## src/rtl/dht11_sample_sched.sv

```systemverilog
// Sample scheduler for a DHT11 sensor front end: paces conversion requests
// (periodic or on demand), waits for completion with a timeout, and holds the last good reading.
module dht11_sample_sched #(
    parameter int STARTUP_CYC   = 100_000_000,
    parameter int EN_HIGH_CYC   = 4,
    parameter int TIMEOUT_CYC   = 5_000_000,
    parameter int GAP_CYC       = 50_000_000,
    parameter int AUTO_IDLE_CYC = 50_000_000
) (
    input  logic       clk,
    input  logic       rst_n,
    input  logic       auto_en,
    input  logic       req,
    output logic       sample_en,
    input  logic       data_rdy,
    input  logic [7:0] temp_in,
    input  logic [7:0] hum_in,
    output logic [7:0] temp_out,
    output logic [7:0] hum_out,
    output logic       valid,
    output logic       upd,
    output logic       timeout_err,
    output logic [7:0] err_cnt,
    output logic       busy
);

    localparam int CNT_W = 32;
    localparam logic [CNT_W-1:0] STARTUP_LAST = CNT_W'(STARTUP_CYC - 1);
    localparam logic [CNT_W-1:0] EN_LAST      = CNT_W'(EN_HIGH_CYC - 1);
    localparam logic [CNT_W-1:0] TO_LAST      = CNT_W'(TIMEOUT_CYC - 1);
    localparam logic [CNT_W-1:0] GAP_LAST     = CNT_W'(GAP_CYC - 1);
    localparam logic [CNT_W-1:0] AUTO_LAST    = CNT_W'(AUTO_IDLE_CYC - 1);

    typedef enum logic [2:0] {S_INIT, S_IDLE, S_TRIG, S_WAIT, S_GAP} state_t;

    state_t           state_q, state_d;
    logic [CNT_W-1:0] cnt_q, cnt_d;
    logic             pend_q, pend_d;
    logic             sample_en_q, sample_en_d;
    logic [7:0]       temp_q, temp_d;
    logic [7:0]       hum_q, hum_d;
    logic             valid_q, valid_d;
    logic             upd_q, upd_d;
    logic             timeout_err_q, timeout_err_d;
    logic [7:0]       err_cnt_q, err_cnt_d;
    logic             capture;
    logic             timeout;

    always_comb begin
        state_d = state_q;
        capture = 1'b0;
        timeout = 1'b0;
        case (state_q)
            S_INIT: if (cnt_q == STARTUP_LAST) state_d = S_IDLE;
            S_IDLE: if (pend_q || req || (auto_en && cnt_q == AUTO_LAST)) state_d = S_TRIG;
            S_TRIG: if (cnt_q == EN_LAST) state_d = S_WAIT;
            S_WAIT: begin
                // A completion strobe on the last allowed cycle still counts as a capture.
                if (data_rdy) begin
                    capture = 1'b1;
                    state_d = S_GAP;
                end else if (cnt_q == TO_LAST) begin
                    timeout = 1'b1;
                    state_d = S_GAP;
                end
            end
            S_GAP:  if (cnt_q == GAP_LAST) state_d = S_IDLE;
            default: state_d = S_INIT;
        endcase
    end

    always_comb begin
        // The shared counter restarts on every state change; IDLE freezes it while periodic mode is off.
        if (state_d != state_q || (state_q == S_IDLE && !auto_en)) begin
            cnt_d = '0;
        end else begin
            cnt_d = cnt_q + 1'b1;
        end

        if (state_d == S_TRIG && state_q != S_TRIG) begin
            pend_d = 1'b0;
        end else if (req && state_q != S_IDLE) begin
            pend_d = 1'b1;
        end else begin
            pend_d = pend_q;
        end

        sample_en_d   = (state_d == S_TRIG);
        temp_d        = capture ? temp_in : temp_q;
        hum_d         = capture ? hum_in : hum_q;
        valid_d       = valid_q | capture;
        upd_d         = capture;
        timeout_err_d = timeout;
        err_cnt_d     = (timeout && err_cnt_q != 8'hFF) ? err_cnt_q + 8'd1 : err_cnt_q;
    end

    always_ff @(posedge clk or negedge rst_n) begin
        if (!rst_n) begin
            state_q       <= S_INIT;
            cnt_q         <= '0;
            pend_q        <= 1'b0;
            sample_en_q   <= 1'b0;
            temp_q        <= 8'd0;
            hum_q         <= 8'd0;
            valid_q       <= 1'b0;
            upd_q         <= 1'b0;
            timeout_err_q <= 1'b0;
            err_cnt_q     <= 8'd0;
        end else begin
            state_q       <= state_d;
            cnt_q         <= cnt_d;
            pend_q        <= pend_d;
            sample_en_q   <= sample_en_d;
            temp_q        <= temp_d;
            hum_q         <= hum_d;
            valid_q       <= valid_d;
            upd_q         <= upd_d;
            timeout_err_q <= timeout_err_d;
            err_cnt_q     <= err_cnt_d;
        end
    end

    assign sample_en   = sample_en_q;
    assign temp_out    = temp_q;
    assign hum_out     = hum_q;
    assign valid       = valid_q;
    assign upd         = upd_q;
    assign timeout_err = timeout_err_q;
    assign err_cnt     = err_cnt_q;
    assign busy        = (state_q == S_TRIG) || (state_q == S_WAIT) || (state_q == S_GAP);

endmodule

```

## config.mk

```make
export PLATFORM = sky130hd
export DESIGN_NAME = dht11_sample_sched
export DESIGN_NICKNAME = d
export VERILOG_FILES = /design/src/rtl/dht11_sample_sched.sv
export SDC_FILE = /design/constraint.sdc
export NUM_CORES = 1
export LEC_CHECK = 0
export ABC_AREA = 0
export ABC_CLOCK_PERIOD_IN_PS = 5970
export BUFFER_PORTS_ARGS = -buffer_cell sky130_fd_sc_hd__buf_2
export CAP_MARGIN = 20
export CORE_ASPECT_RATIO = 0.75
export CORE_MARGIN = 2
export CORE_UTILIZATION = 63
export CTS_BUF_LIST = sky130_fd_sc_hd__clkbuf_4
export CTS_CLUSTER_DIAMETER = 40
export DETAILED_ROUTE_END_ITERATION = 10
export GPL_TIMING_DRIVEN = 1
export HOLD_SLACK_MARGIN = 0.03
export PLACE_DENSITY = 0.95
export SYNTH_ARGS = -nofsm -noshare
export SYNTH_HDL_FRONTEND = slang
export SYNTH_SLANG_ARGS = --single-unit
```

## constraint.sdc

```tcl
create_clock -name clk -period 5.97 [get_ports clk]
set_input_delay 0.597 -clock clk [delete_from_list [all_inputs] [get_ports clk]]
set_output_delay 0.597 -clock clk [all_outputs]
set_load 0.02 [all_outputs]
```

### Word level (Yosys, flattened, before mapping)

Cells that the tools add are included.

* register bits: 64
* latch bits: 0
* bits in writable memories: 0
* ROM bits: 0
* input port bits: 21
* output and inout port bits: 29
* word-level logic and storage cells: 54
* memories kept: 0

* $add $sub $neg: 2
* multiply operators: 0
* divide/modulo/power cells: 0
* order comparisons: 0
* equality and inequality tests: 13
* shift-type cells: 0
* multiplexer cells: 15
* bitwise operators: 1
* reduce and logical (&&, ||, !) cells: 13

Operator list (number)
* $add 32x1->32 const B: 1
* $eq 32x2->1 const B: 1
* $eq 32x23->1 const B: 1
* $eq 32x26->1 const B: 1
* $eq 32x27->1 const B: 1
* $mux 32: 1
* $mux 3: 6
* $pmux 3 s5: 1
* $eq 3x2->1 const B: 3
* $add 8x1->8 const B: 1
* $ne 8x8->1 const B: 1
* $mux 1: 7
* $logic_and 1x1->1: 5
* $logic_or 1x1->1: 5
* $eq 3x1->1 const B: 1
* $eq 3x3->1 const B: 1
* $logic_not 3->1: 1
* $ne 3x1->1 const B: 1
* $ne 3x2->1 const B: 1
* $ne 3x3->1: 1
* $reduce_bool 2->1: 1
* $logic_not 1->1: 1
* $or 1x1->1: 1

### Logic depth before layout (Yosys ltp)

* word-level depth: 8
* depth in mapped cells: 9
* gate-level depth less buffers: 6

### Worst setup path after synthesis

Ideal clock, no wire load.

* path type: reg2reg
* start point: register cnt_q[17]
* end point: register cnt_q[16]
* data arrival time: 2394 ps
* required time: 5851 ps
* slack: 3457 ps
* cell stages (with the launch flop): 10
* cell sequence: dfrtp_1 > buf_6 > or4_1 > or3_4 > or4_1 > o211ai_2 > or3_1 > buf_6 > buf_6 > nor2_1

* longest elaborated chain between the ends: 8
* elaborated cells on any way between the ends: 16
* those cells by class: eq/ne (5); mux (8); reduce/logical (3)

Ends and longest elaborated chain
* start: declaration: RTL line 37 `logic [CNT_W-1:0] cnt_q, cnt_d;`
* start signal: assignment: RTL line 111 `cnt_q <= cnt_d;`
* $eq 32x26->1: RTL line 55, 67
* $logic_and 1x1->1: RTL line 55 `S_IDLE: if (pend_q || req || (auto_en && cnt_q == AUTO_LAST)) state_d = S_TRIG;`
* $logic_or 1x1->1: RTL line 55
* $mux 3: RTL line 55
* $pmux 3 s5 (*): RTL line 53 `case (state_q)`
* $ne 3x3->1 (*): RTL line 74 `if (state_d != state_q || (state_q == S_IDLE && !auto_en)) begin`
* $logic_or 1x1->1 (*): RTL line 74
* $mux 32 (*): RTL line 74
* named net cnt_d[16]: RTL line 37

The timed path passes the listed nets; every way through them passes the cells marked *.
A chain may end at the register's enable or synchronous reset.

### Final worst setup path

* start point: register cnt_q[13]
* end point: register cnt_q[26]

* longest elaborated chain between the ends: 8
* elaborated cells on any way between the ends: 17
* those cells by class: add/sub (1); eq/ne (5); mux (8); reduce/logical (3)

Ends and longest elaborated chain (RTL line)
* $eq 32x26->1: 55, 67
* $logic_and 1x1->1: 55
* $logic_or 1x1->1: 55
* $mux 3: 55
* $pmux 3 s5: 53
* $ne 3x3->1: 74
* $logic_or 1x1->1: 74
* $mux 32 (*): 74
* named net cnt_d[26]: 37

Marks and branches as above.

==> impl_metrics.toml <==
[yosys]
synth.area.top_cells = "dfrtp_1 (52%), mux2_2 (6.2%), nor2_1 (5.4%), xor2_1 (5.4%), xnor2_1 (5.1%)"
avgSynthCellArea_um2 = 10.4
yosysTopAreaCell = "dfrtp_1"
synth_cells = 298
yosysWarnings = 0
yosys.cell_types.count = 39
synth_top_area_share_pct = 51.6
synth_compound_area_share_pct = 2.58
synth_fp_nets = 321
synth_common_cells = "dfrtp_1 (64), nor2_1 (45), xor2_1 (19)"
ys.flop_type = "dfrtp_1"
synth_top_family_by_area = "simple AND/OR/NAND/NOR gates"
post-synth-top-count-cell = "dfrtp_1"
ys_seq_area_share_pct = 51.6
synth_area_mm2 = 0.00311
synth-edff-count = 0
synthArstFlopShare_pct = 100
synth_xor_area_share_pct = 10.4
yosys.area_share.adder_pct = 0.806
synth-seq-cells = 64
synth.area.mux_share_pct = 6.16
synth-simple-area-share_pct = 25.5

[clock_tree]
holdBufCountCts = 0
post_cts_resized = 0
clock_latency_ps = 420
cts_root_buf = "clkbuf_4"
cts_tree = "built"
cts_setup_buffers = 0
cts_buffer_depth = 2
htreeDepth = 3
clk_pin_slew_ps = 110
cts.sinks = 64
cts_made_buffers = 9

[worst_setup_path]
crit_end = "cnt_q[26]"
r2r_start = "cnt_q[13]"
arrival_ps = 3360
critPathCaptureType = "register"
cp_max_fo = 18
max_stage_delay_ps = 590
path_class = "register to register"
worstSetupPathDepth = 6
crit_buf_inv = 0
reg2reg_slack_ps = 2890
cp-startpoint = "cnt_q[13]"
path_delay_family = "simple AND/OR/NAND/NOR gates"
reg2regPathDepth = 6
required_ps = 6260
cp_slowest_cell = "or3_1"
cp_cell_sequence = "or4_1, or3_4, or4_1, o211ai_2, or3_1, nor2_1"
crit-reg2reg-capture = "cnt_q[26]"
cp-start-kind = "register"
crit_top_cell = "or4_1"

[timing]
hold_slack_ps = 327
slew_viol_final = 0
slew_headroom_pct = 45.8
finalCritPeriodShare_pct = 51.5
max_slew.worst_pin.slew_ps = 811
rsz0062_at_grt = "false"
hold_violations = 0
setup_viol = 0
fmax_mhz = 325
setup_tns_ps = 0
period_needed_ps = 3080
skew_ps = 11.4

[pwr]
p_int_w = 0.000616
p_seq_share_pct = 57.6
p_leak_nw = 1.77
p_sw_w = 0.000236
p_sw_share_pct = 27.7
peakVddDrop_uv = 200
clkPwrFrac_pct = 33.9
combPwrFrac_pct = 8.5
fin_total_pwr_w = 0.000852
p_per_area_mw_per_mm2 = 243

[global_routing]
grt_max_degree = 65
grt_pass1_wl_um = 11700
grt_pass1_vias = 2430
grt_remaining_overflow = 0
antenna_found_initial = 0
grt_use_total_pct = 28.0

[routing]
ant_nets = 0
wl_um = 7000
wl_per_cell_um = 16.9
drt_pass1_iterations = 6
via_count = 2541
post_drt_via_cell_ratio = 6.14
drt_iter0_markers = 352
drc = 0

[floorplan]
die-width_um = 85.1
die_h_um = 64.8
start_util_pct = 64.5
io_pins = 50
core-area_mm2 = 0.00482
die-area_mm2 = 0.00551
num_rows = 22

[outcome]
status = "complete, no violations"

[placed_design]
place_hpwl_um = 5080
port_buffers = 49
place_congestion = 0.949

[final_layout]
area_delta_synth_final_pct = 13.0
drive_above_1_share_pct = 24.3
nFillCells = 316
layout.nets = 372
antennaDiodeCount = 0

[min_path]
holdCritPathClass = "primary input to async pin"

[job]
maxCapViolations = 0
how the worst min path moves through the flow:
stage | from | endpoint | slack, ps
5_1_grt | rst_n | temp_out[2] | 370
3_3_place_gp | valid | valid | 450
3_5_place_dp | valid | valid | 480
4_1_cts | rst_n | hum_out[1] | 340
2_1_floorplan | rst_n | cnt_q[0] | 300
6_report | rst_n | hum_out[3] | 330
state kept, by name, summed over array words and instances, names as in the netlist:
signal	flops
hum_out	8
sample_en	1
valid	1
upd	1
temp_out	8
cnt_q	32
state_q	3
err_cnt	8
pend_q	1
timeout_err	1
cell type report:
cell class	count	area (um^2)	share of cell area, %
Sequential cell	64	1600	45.6
Multi-Input combinational cell	216	1410	40.2
Timing Repair Buffer	50	253	7.20
Tap cell	60	75.1	2.14
Clock inverter	7	71.3	2.03
Clock buffer	9	67.6	1.93
Inverter	8	30.0	0.856
power by group through the flow:
| stage | Combinational (W) | Clock, W | Sequential, W |
|---|---|---|---|
| after floorplan | 0.0000498 | 0 | 0.000483 |
| after global placement | 0.0000694 | 0 | 0.000492 |
| after detailed placement | 0.0000722 | 0 | 0.000497 |
| after CTS | 0.0000731 | 0.000295 | 0.000489 |
| after global routing | 0.0000834 | 0.000313 | 0.000494 |
| final | 0.0000725 | 0.000289 | 0.000491 |
placed cells by master (no fill, tap or decap), types with 2 or more instances in the layout:
cell,count
xor2_1,19
nor4b_1,3
xnor2_1,18
mux2_2,17
nor4_1,5
clkinv_2,3
nor2b_1,2
and4_1,3
dfrtp_1,64
nor4bb_1,2
or4_1,7
clkbuf_4,9
nor2_1,45
buf_2,49
nand3_1,14
nand3b_1,3
nor3_1,12
and3_1,8
o21ai_0,4
inv_1,8
nand4_1,16
nand2_1,18
ha_1,2
and2_1,3
clkinv_4,2
per-layer routing:
metal  vias to the layer above  global-route usage (%)  routed length (um)
li1                       1158                       -                   -
met1                      1219                    37.2                2920
met2                       148                    42.5                3300
met3                        16                    11.1                 660
met4                         0                    9.13                 118
met5                         -                       0                   0
cells by family after synthesis:
kind of cell               Yosys count
buffers and inverters               18
and+or+nand+nor                    149
DFF                                 64
muxes                               17
AOI/OAI and AO/OA                   11
xor gates and xnor gates            37
adders and majority gates            2
per-stage QoR:
step | setup slack [ps] | util, % | cells | cell area [um^2]
final | 2890 | 72.9 | 414 | 3510
after global routing | 2750 | 72.9 | 414 | 3510
after CTS | 2910 | 72.9 | 414 | 3510
after detailed placement | 2930 | 70.0 | 398 | 3370
after global placement | 3010 | 70.0 | 398 | 3370
after floorplan | 3460 | - | 298 | 3110
No activity file was read; power rests on OpenSTA's default activity.
